<file path="src/rtl/result_unloader.sv">
`timescale 1ns/1ps
// Global-buffer readback engine: reads K_CHANNELS banks per address and streams
// each address as one extended beat on a valid/ready host port.
module result_unloader #(
   parameter int K_CHANNELS  = 8,
   parameter int SRAM_ADDR_W = 16,
   parameter int INT_WIDTH   = 8,
   parameter int FIFO_DEPTH  = 4
) (
   input  logic                            clk_i,
   input  logic                            rst_async_n_i,
   input  logic [SRAM_ADDR_W-1:0]          cfg_base_addr_i,
   input  logic [31:0]                     cfg_len_i,
   input  logic                            cfg_sign_ext_i,
   input  logic                            start_i,
   input  logic                            abort_i,
   output logic                            busy_o,
   output logic                            done_o,
   output logic [K_CHANNELS-1:0]           gb_rd_en_o,
   output logic [SRAM_ADDR_W-1:0]          gb_rd_addr_o,
   input  logic [K_CHANNELS*INT_WIDTH-1:0] gb_rd_data_i,
   output logic                            host_valid_o,
   input  logic                            host_ready_i,
   output logic [K_CHANNELS*32-1:0]        host_data_o,
   output logic [31:0]                     host_offset_o,
   output logic                            host_last_o
);

   localparam int PTR_W  = $clog2(FIFO_DEPTH);
   localparam int CNT_W  = PTR_W + 1;
   localparam int DATA_W = K_CHANNELS * 32;

   typedef enum logic [1:0] {IDLE, RUN, DRAIN, DONE} state_t;

   state_t                 state, state_nxt;
   logic [SRAM_ADDR_W-1:0] base;
   logic [31:0]            len, issue_cnt, offset;
   logic                   sign_ext, inflight;
   logic [DATA_W-1:0]      mem [FIFO_DEPTH];
   logic [PTR_W-1:0]       wr_ptr, rd_ptr;
   logic [CNT_W-1:0]       count;
   logic                   issue, push, pop, flush;
   logic [DATA_W-1:0]      ext_data;

   // Valid/ready: a beat moves on any edge where host_valid_o && host_ready_i;
   // the head entry is held unchanged until that happens (or abort/reset).
   assign flush = abort_i && (state != IDLE);
   // Credit: FIFO entries plus the read still in flight never exceed the depth.
   assign issue = (state == RUN) && !abort_i && (issue_cnt < len) &&
                  ((32'(count) + 32'(inflight)) < 32'(FIFO_DEPTH));
   assign push  = inflight && !flush;
   assign pop   = host_valid_o && host_ready_i;

   assign busy_o        = (state != IDLE);
   assign done_o        = (state == DONE) && !abort_i;
   assign gb_rd_en_o    = {K_CHANNELS{issue}};
   assign gb_rd_addr_o  = issue ? base + issue_cnt[SRAM_ADDR_W-1:0] : '0;
   assign host_valid_o  = (count != '0);
   assign host_data_o   = mem[rd_ptr];
   assign host_offset_o = offset;
   assign host_last_o   = host_valid_o && (offset == len - 32'd1);

   always_comb begin
      ext_data = '0;
      for (int k = 0; k < K_CHANNELS; k++) begin
         ext_data[k*32 +: 32] = {{(32-INT_WIDTH){sign_ext & gb_rd_data_i[k*INT_WIDTH + INT_WIDTH-1]}},
                                 gb_rd_data_i[k*INT_WIDTH +: INT_WIDTH]};
      end
   end

   always_ff @(posedge clk_i or negedge rst_async_n_i) begin
      if (!rst_async_n_i) state <= IDLE;
      else                state <= state_nxt;
   end

   always_comb begin
      state_nxt = state;
      case (state)
         IDLE:    if (start_i) state_nxt = (cfg_len_i == 32'd0) ? DONE : RUN;
         RUN:     if (issue_cnt == len) state_nxt = DRAIN;
         DRAIN:   if (pop && host_last_o) state_nxt = DONE;
         DONE:    state_nxt = IDLE;
         default: state_nxt = IDLE;
      endcase
      if (flush) state_nxt = IDLE;
   end

   always_ff @(posedge clk_i or negedge rst_async_n_i) begin
      if (!rst_async_n_i) begin
         base      <= '0;
         len       <= '0;
         sign_ext  <= 1'b0;
         issue_cnt <= '0;
         offset    <= '0;
         inflight  <= 1'b0;
      end else begin
         if (state == IDLE && start_i) begin
            base      <= cfg_base_addr_i;
            len       <= cfg_len_i;
            sign_ext  <= cfg_sign_ext_i;
            issue_cnt <= '0;
            offset    <= '0;
         end else begin
            if (issue) issue_cnt <= issue_cnt + 32'd1;
            if (flush)    offset <= '0;
            else if (pop) offset <= offset + 32'd1;
         end
         inflight <= issue;
      end
   end

   always_ff @(posedge clk_i or negedge rst_async_n_i) begin
      if (!rst_async_n_i) begin
         wr_ptr <= '0;
         rd_ptr <= '0;
         count  <= '0;
         for (int i = 0; i < FIFO_DEPTH; i++) mem[i] <= '0;
      end else if (flush) begin
         wr_ptr <= '0;
         rd_ptr <= '0;
         count  <= '0;
      end else begin
         if (push) begin
            mem[wr_ptr] <= ext_data;
            wr_ptr      <= wr_ptr + PTR_W'(1);
         end
         if (pop) rd_ptr <= rd_ptr + PTR_W'(1);
         count <= count + CNT_W'(push) - CNT_W'(pop);
      end
   end

endmodule
</file>
<file path="config.mk">
export PLATFORM = sky130hd
export DESIGN_NAME = result_unloader
export DESIGN_NICKNAME = d
export VERILOG_FILES = /design/src/rtl/result_unloader.sv
export SDC_FILE = /design/constraint.sdc
export NUM_CORES = 1
export LEC_CHECK = 0
export CORE_MARGIN = 10
export CORE_UTILIZATION = 40
export DETAILED_ROUTE_END_ITERATION = 12
export PLACE_DENSITY = 0.67
export SYNTH_ARGS = -nofsm -noshare
export SYNTH_HDL_FRONTEND = slang
export SYNTH_SLANG_ARGS = --single-unit
</file>
<file path="constraint.sdc">
create_clock -name clk_i -period 3.5 [get_ports clk_i]
set_input_delay 0.35 -clock clk_i [delete_from_list [all_inputs] [get_ports clk_i]]
set_output_delay 0.35 -clock clk_i [all_outputs]
set_load 0.005 [all_outputs]
</file>
# Word level (Yosys, flattened, before mapping)

Cells that the tools add are included.

Flip-flop bits (word level): 1147
Bits in latches: 0
Bits in writable memories: 0
Bits in read-only memories: 0
Output and inout bits: 316
Logic and storage cells: 93
Memories: 0

Add/subtract/negate cells: 9
Multiply operators: 0
Div/mod/pow operators: 0
Magnitude comparators: 5
Equal/unequal tests: 8
Shift operators: 0
Muxes and demuxes: 23
Bitwise logic cells: 11
Reductions and logical operators: 23

Operators by type and width:

| kind                  | number |
|---|---|
| $bwmux 1024           | 1 |
| $mux 256              | 3 |
| $bmux 256 s2          | 1 |
| $demux 256 s2         | 1 |
| $mux 32               | 5 |
| $add 32x1->32 const B | 2 |
| $eq 32x32->1          | 2 |
| $logic_not 32->1      | 1 |
| $lt 32x32->1          | 1 |
| $sub 32x1->32 const B | 1 |
| $mux 2                | 9 |
| $add 16x16->16        | 1 |
| $mux 16               | 1 |
| $logic_and 1x1->1     | 11 |
| $and 1x1->1           | 8 |
| $pmux 2 s4            | 1 |
| $reduce_bool 2->1     | 4 |
| $ge 3x3->1 const B    | 2 |
| $ne 3x3->1 const B    | 2 |
| $not 2->3             | 2 |
| $reduce_bool 3->1     | 2 |
| $add 2x1->2 const B   | 2 |
| $add 3x1->4           | 1 |
| $eq 2x2->1 const B    | 2 |
| other kinds (12)      | 13 |

# Logic depth before layout (Yosys ltp)

Depth in word-level cells: 7
Depth in mapped cells: 13

# Worst setup path before layout

No wires, ideal clock.

Kind: register to register
Start: register len[0]
End: register state[1]
Arrival time: 3.257 ns
Required time: 3.377 ns
Setup slack: 0.120 ns
Cell stages (with the launch flop): 12
Path buffers: 0
Period minus slack after synthesis: 3.380 ns
Cells stage by stage: dfrtp_1 inv_1 ha_1 or4b_4 or3_1 o22ai_1 a32oi_1 or4_1 or4_1 nor4_2 mux2i_1 nor3_1

Longest elaborated chain between the ends: 6
Elaborated cells on any way between the ends: 8

Ends and longest elaborated chain:

| element                        | line | text |
|---|---|---|
| start, declared                | 37   | `logic [31:0] len, issue_cnt, offset;` |
| start signal, assigned         | 99   | `len <= cfg_len_i;` |
| $sub 32x1->32                  | 61   | `assign host_last_o = host_valid_o && (offset == len - 32'd1);` |
| $eq 32x32->1                   | 61   |  |
| $logic_and 1x1->1              | 61   |  |
| $logic_and 1x1->1              | 81   | `DRAIN: if (pop && host_last_o) state_nxt = DONE;` |
| $ne 3x3->1 (no line)           | n/a  |  |
| $reduce_and 3->1 (no line) (*) | n/a  |  |
| end signal, assigned           | 73   | `else state <= state_nxt;` |
| end, declared                  | 35   | `state_t state, state_nxt;` |

Mark *: on every way between the ends. The rest lies on a longest branch, timed or not.
A chain may end at the register's enable or synchronous reset.

# Worst setup path in the final report

Start: register len[17]
End: output port host_last_o

Longest elaborated chain between the ends: 3

Ends and longest elaborated chain:

| element           | line | text |
|---|---|---|
| $sub 32x1->32     | 61   |  |
| $eq 32x32->1      | 61   |  |
| $logic_and 1x1->1 | 61   |  |
| end, declared     | 26   | `output logic host_last_o` |

No other way between the ends.

==> parameters.txt <==
Parameter                              Value

Clock network
  Clock latency at the later pin of the worst-skew pair    590 ps
  Cell chosen for the clock root    sky130_fd_sc_hd__clkbuf_16
  Number of sinks driven by the clock tree    411
  Clock transition time at the flip-flop clock pins of the worst setup and hold paths    60 ps
  Total CTS buffers    46
  Max Buffers Root-to-Sink    3
  Number of H-tree branching levels    2
  TritonCTS clock tree    done

Setup path
  Crit Reg-Reg Endpoint    state[1]
  Kind of end point of the critical path    primary output
  Critical path arrival    3490 ps
  Required time of the critical path    3150 ps
  Maximum fanout along the worst path    3
  Worst-path cell chain    nor4_4, nand4_1, nor4_1, buf_4, o2111ai_2, or4_1, nor4_2, nand4_1, nor3b_2, buf_2
  Critical path's largest stage delay    550 ps
  Worst setup SP type    register
  Worst reg-to-reg path cell count    13
  Worst flop-to-flop path startpoint    len[0]
  Crit path buffers/inverters    2
  Start-to-end type of the worst setup path    reg2out
  Standard cell with the maximum stage delay on the critical path    sky130_fd_sc_hd__or4_1
  Cell repeated most along the worst path    sky130_fd_sc_hd__nand4_1
  Largest delay contributor family on the critical path    simple AND/OR/NAND/NOR gates
  Worst reg-to-reg setup slack    -100 ps

Min path
  Worst min-delay path endpoint    base[15]
  Depth of the worst hold-timing path    3
  Hold crit path type    in2reg
  Worst Min Path Start    cfg_base_addr_i[15]

Logic synthesis
  Synth Register Bits    411
  Syn_nets    2091
  Most frequently used flop master after synthesis    sky130_fd_sc_hd__dfrtp_1
  Mapped Area    0.02202 mm^2
  Number of distinct library cell variants in the gate-level netlist after synthesis    65
  Total of warnings raised by yosys    0
  Fraction of registers with async set/reset    100.0%
  Per-instance average area after synthesis    11.53 um^2
  Fraction of the yosys area taken by sequential cells    46.70%
  EDFF count, synth    0
  Mapped Cells    1910

Global route
  Global route overflow    0
  Maximum number of pins on one net before global-route repair    102
  First-pass GRT wire length    95410 um
  Via count of the first global-routing pass    16650
  GRT Overall Usage    18.57%
  Antenna violations before repair    2

Power
  Share of total power in the clock network    21.9%
  Power density over the cells    804.3 mW/mm^2
  Maximum ir drop on the vdd rail    0.0004200 V
  Internal power consumption    0.01567 W
  Seq pwr share    31.3%
  Switch share    32.52%
  Combinational fraction of design power    46.8%
  Power spent charging and discharging nets    0.007551 W
  Leakage power figure    12.95 nW

STA
  Minimum clock period    3843 ps
  Worst clock skew    17.63 ps
  Transition time at the pin with the least slew margin    888.1 ps
  Fin worst setup slack    -343.5 ps
  Highest clock frequency the design can meet    0.2602 GHz
  Worst max-slew margin expressed relative to the limit    40.79%
  Minimum hold slack    306.3 ps
  Post-route fraction of the period consumed by the critical path    109.8%
  Number of hold violations in the final report    0
  Final setup violation count    7
  Setup repair after global routing missed its margin    yes
  Pins over their slew limit    0

Route
  Via count    15990
  Vias per inst    5.341
  Residual antenna-violating net count after detailed routing    0
  Wire length per cell after detailed routing    20.84 um
  DRT Wirelength    62390 um
  Remaining DRCs    0
  Router iterations before antenna repair    5
  Iteration-0 DRC Markers    967

Placed design
  Post-detail-place hpwl    44880 um
  RD Place Congestion    0.8856
  Count of input and output buffers    433
  Place WS    -531.3 ps

Die
  Initial cell density of the core    40.68%
  Overall die width    254.6 um
  Area of the die    0.06484 mm^2
  Core footprint    0.05413 mm^2
  Ports    434
  Num rows    85
  Die Y    254.6 um

Layout
  Share of layout cells above drive strength 1    28.22%
  Number of fillers in the final layout    4562
  Fin nets    2441
  Area Growth Syn to Fin    31.09%

Run status
  Failing checks    setup timing
  Run status    finished, violations left

Job
  Maximum Capacitance Violations    0
-- layout by cell type, fill, tap and decap left out, drive strengths merged, types with 61 or more instances in the layout --
cell type / synthesis / final
nand2: 189 / 189
clkbuf: 46 / 80
ha: 61 / 61
mux2: 256 / 256
dfrtp: 411 / 411
buf: 225 / 143
nor2: 103 / 103
mux4: 72 / 72
o21ai: 81 / 81
clkdlybuf4s50: 0 / 407
-- registers in the layout, indices dropped and copies added (netlist names) --
signal         count
rd_ptr             2
len               32
wr_ptr             2
state              2
host_offset_o     32
issue_cnt         32
count              3
mem              288
inflight           1
base              16
sign_ext           1
-- synthesized netlist by cell type, drive strengths merged, types with 3 or more instances --
library cell / number / area, um^2
dfrtp: 411 / 10280
mux2: 256 / 2883
buf: 225 / 1573
nand2: 189 / 709.4
nor2: 103 / 386.6
o21ai: 81 / 405.4
mux4: 72 / 1622
ha: 61 / 763.2
xnor2: 54 / 473.0
inv: 53 / 198.9
clkbuf: 46 / 172.7
xor2: 46 / 402.9
nand3: 36 / 180.2
nor4: 30 / 230.2
a21oi: 28 / 140.1
nand4: 26 / 162.7
a21o: 21 / 157.7
nor3: 21 / 110.1
or3: 16 / 100.1
and3: 15 / 93.84
a31oi: 9 / 56.30
mux2i: 9 / 90.09
nand2b: 8 / 50.05
nor2b: 8 / 50.05
o41ai: 7 / 61.31
and4: 6 / 52.55
o311ai: 6 / 52.55
or4: 6 / 45.04
a211oi: 5 / 37.54
and2: 5 / 31.28
o211ai: 5 / 37.54
a2111oi: 3 / 26.28
a31o: 3 / 26.28
nand4b: 3 / 26.28
nor3b: 3 / 22.52
nor4b: 3 / 26.28
o21a: 3 / 22.52
-- cell type report --
| cell class | instances | area, um^2 | share of cell area [%] |
|---|---|---|---|
| Multi-Input combinational cell | 1174 | 10240 | 35.47 |
| Tap cell | 696 | 870.8 | 3.016 |
| Sequential cell | 411 | 10290 | 35.65 |
| Inverter | 54 | 212.7 | 0.7367 |
| Antenna cell | 2 | 5.005 | 0.01733 |
| Timing Repair Buffer | 573 | 5642 | 19.54 |
| Clock inverter | 20 | 279.0 | 0.9664 |
| Clock buffer | 64 | 1329 | 4.602 |
-- tightest hold or removal path, cell delays in order --
cell                              delay, ps
sky130_fd_sc_hd__clkdlybuf4s50_1        400
sky130_fd_sc_hd__nand2_1                 50
sky130_fd_sc_hd__nand2_1                 40
-- worst max-delay path by stage --
stage | end | depth (start not counted) | slack, ps | from
floorplan | state[1] | 11 | 120 | len[0]
global placement | host_last_o | 12 | -490 | len[1]
detailed placement | host_last_o | 12 | -530 | len[0]
CTS | host_last_o | 12 | -410 | len[1]
global route | host_last_o | 12 | -510 | len[0]
finish | host_last_o | 10 | -340 | len[17]
-- metrics by stage --
stage | total power [W] | cell area [um^2] | cells | TNS (ps) | util [%]
2_1_floorplan | 0.01341 | 22020 | 1910 | 0 | -
3_3_place_gp | 0.01761 | 26630 | 2883 | -1161 | 49.19
3_5_place_dp | 0.01790 | 26630 | 2883 | -1319 | 49.19
4_1_cts | 0.02328 | 28570 | 2983 | -1172 | 52.77
5_1_grt | 0.02462 | 28870 | 2993 | -2033 | 53.33
6_report | 0.02322 | 28870 | 2994 | -896.2 | 53.33
-- routing by layer --
layer,routed length [um],up-vias,share of wire (%),global-route usage (%)
met3,4578,104,7.3,3.848
li1,-,7291,-,-
met1,25000,8087,40,22.50
met2,31210,509,50,32.92
met5,0,-,0,0
met4,1601,0,2.6,5.100
-- repair_timing --
action,4_1_cts,5_1_grt
pin swaps,35,28
setup endpoints to repair,28,32
setup buffers,14,10
hold endpoints to repair,91,0
hold buffers,1,0
resized for setup,95,84
gates cloned,1,1
-- cells by family after synthesis --
| logic type | synth area share, % |
|---|---|
| compound gates | 5.352 |
| xor+xnor | 3.977 |
| fa+ha+maj | 3.647 |
| buf+inv | 8.846 |
| flops | 46.70 |
| mux | 20.86 |
| simple gates | 10.62 |
-- power by group through the flow --
stage / clock (W) / sequential [W] / combinational (W)
2_1_floorplan: 0 / 0.00699 / 0.00642
3_3_place_gp: 0 / 0.00720 / 0.0104
3_5_place_dp: 0 / 0.00733 / 0.0106
4_1_cts: 0.00521 / 0.00727 / 0.0108
5_1_grt: 0.00541 / 0.00746 / 0.0117
6_report: 0.00509 / 0.00726 / 0.0109
No activity file was read; power rests on OpenSTA's default activity.
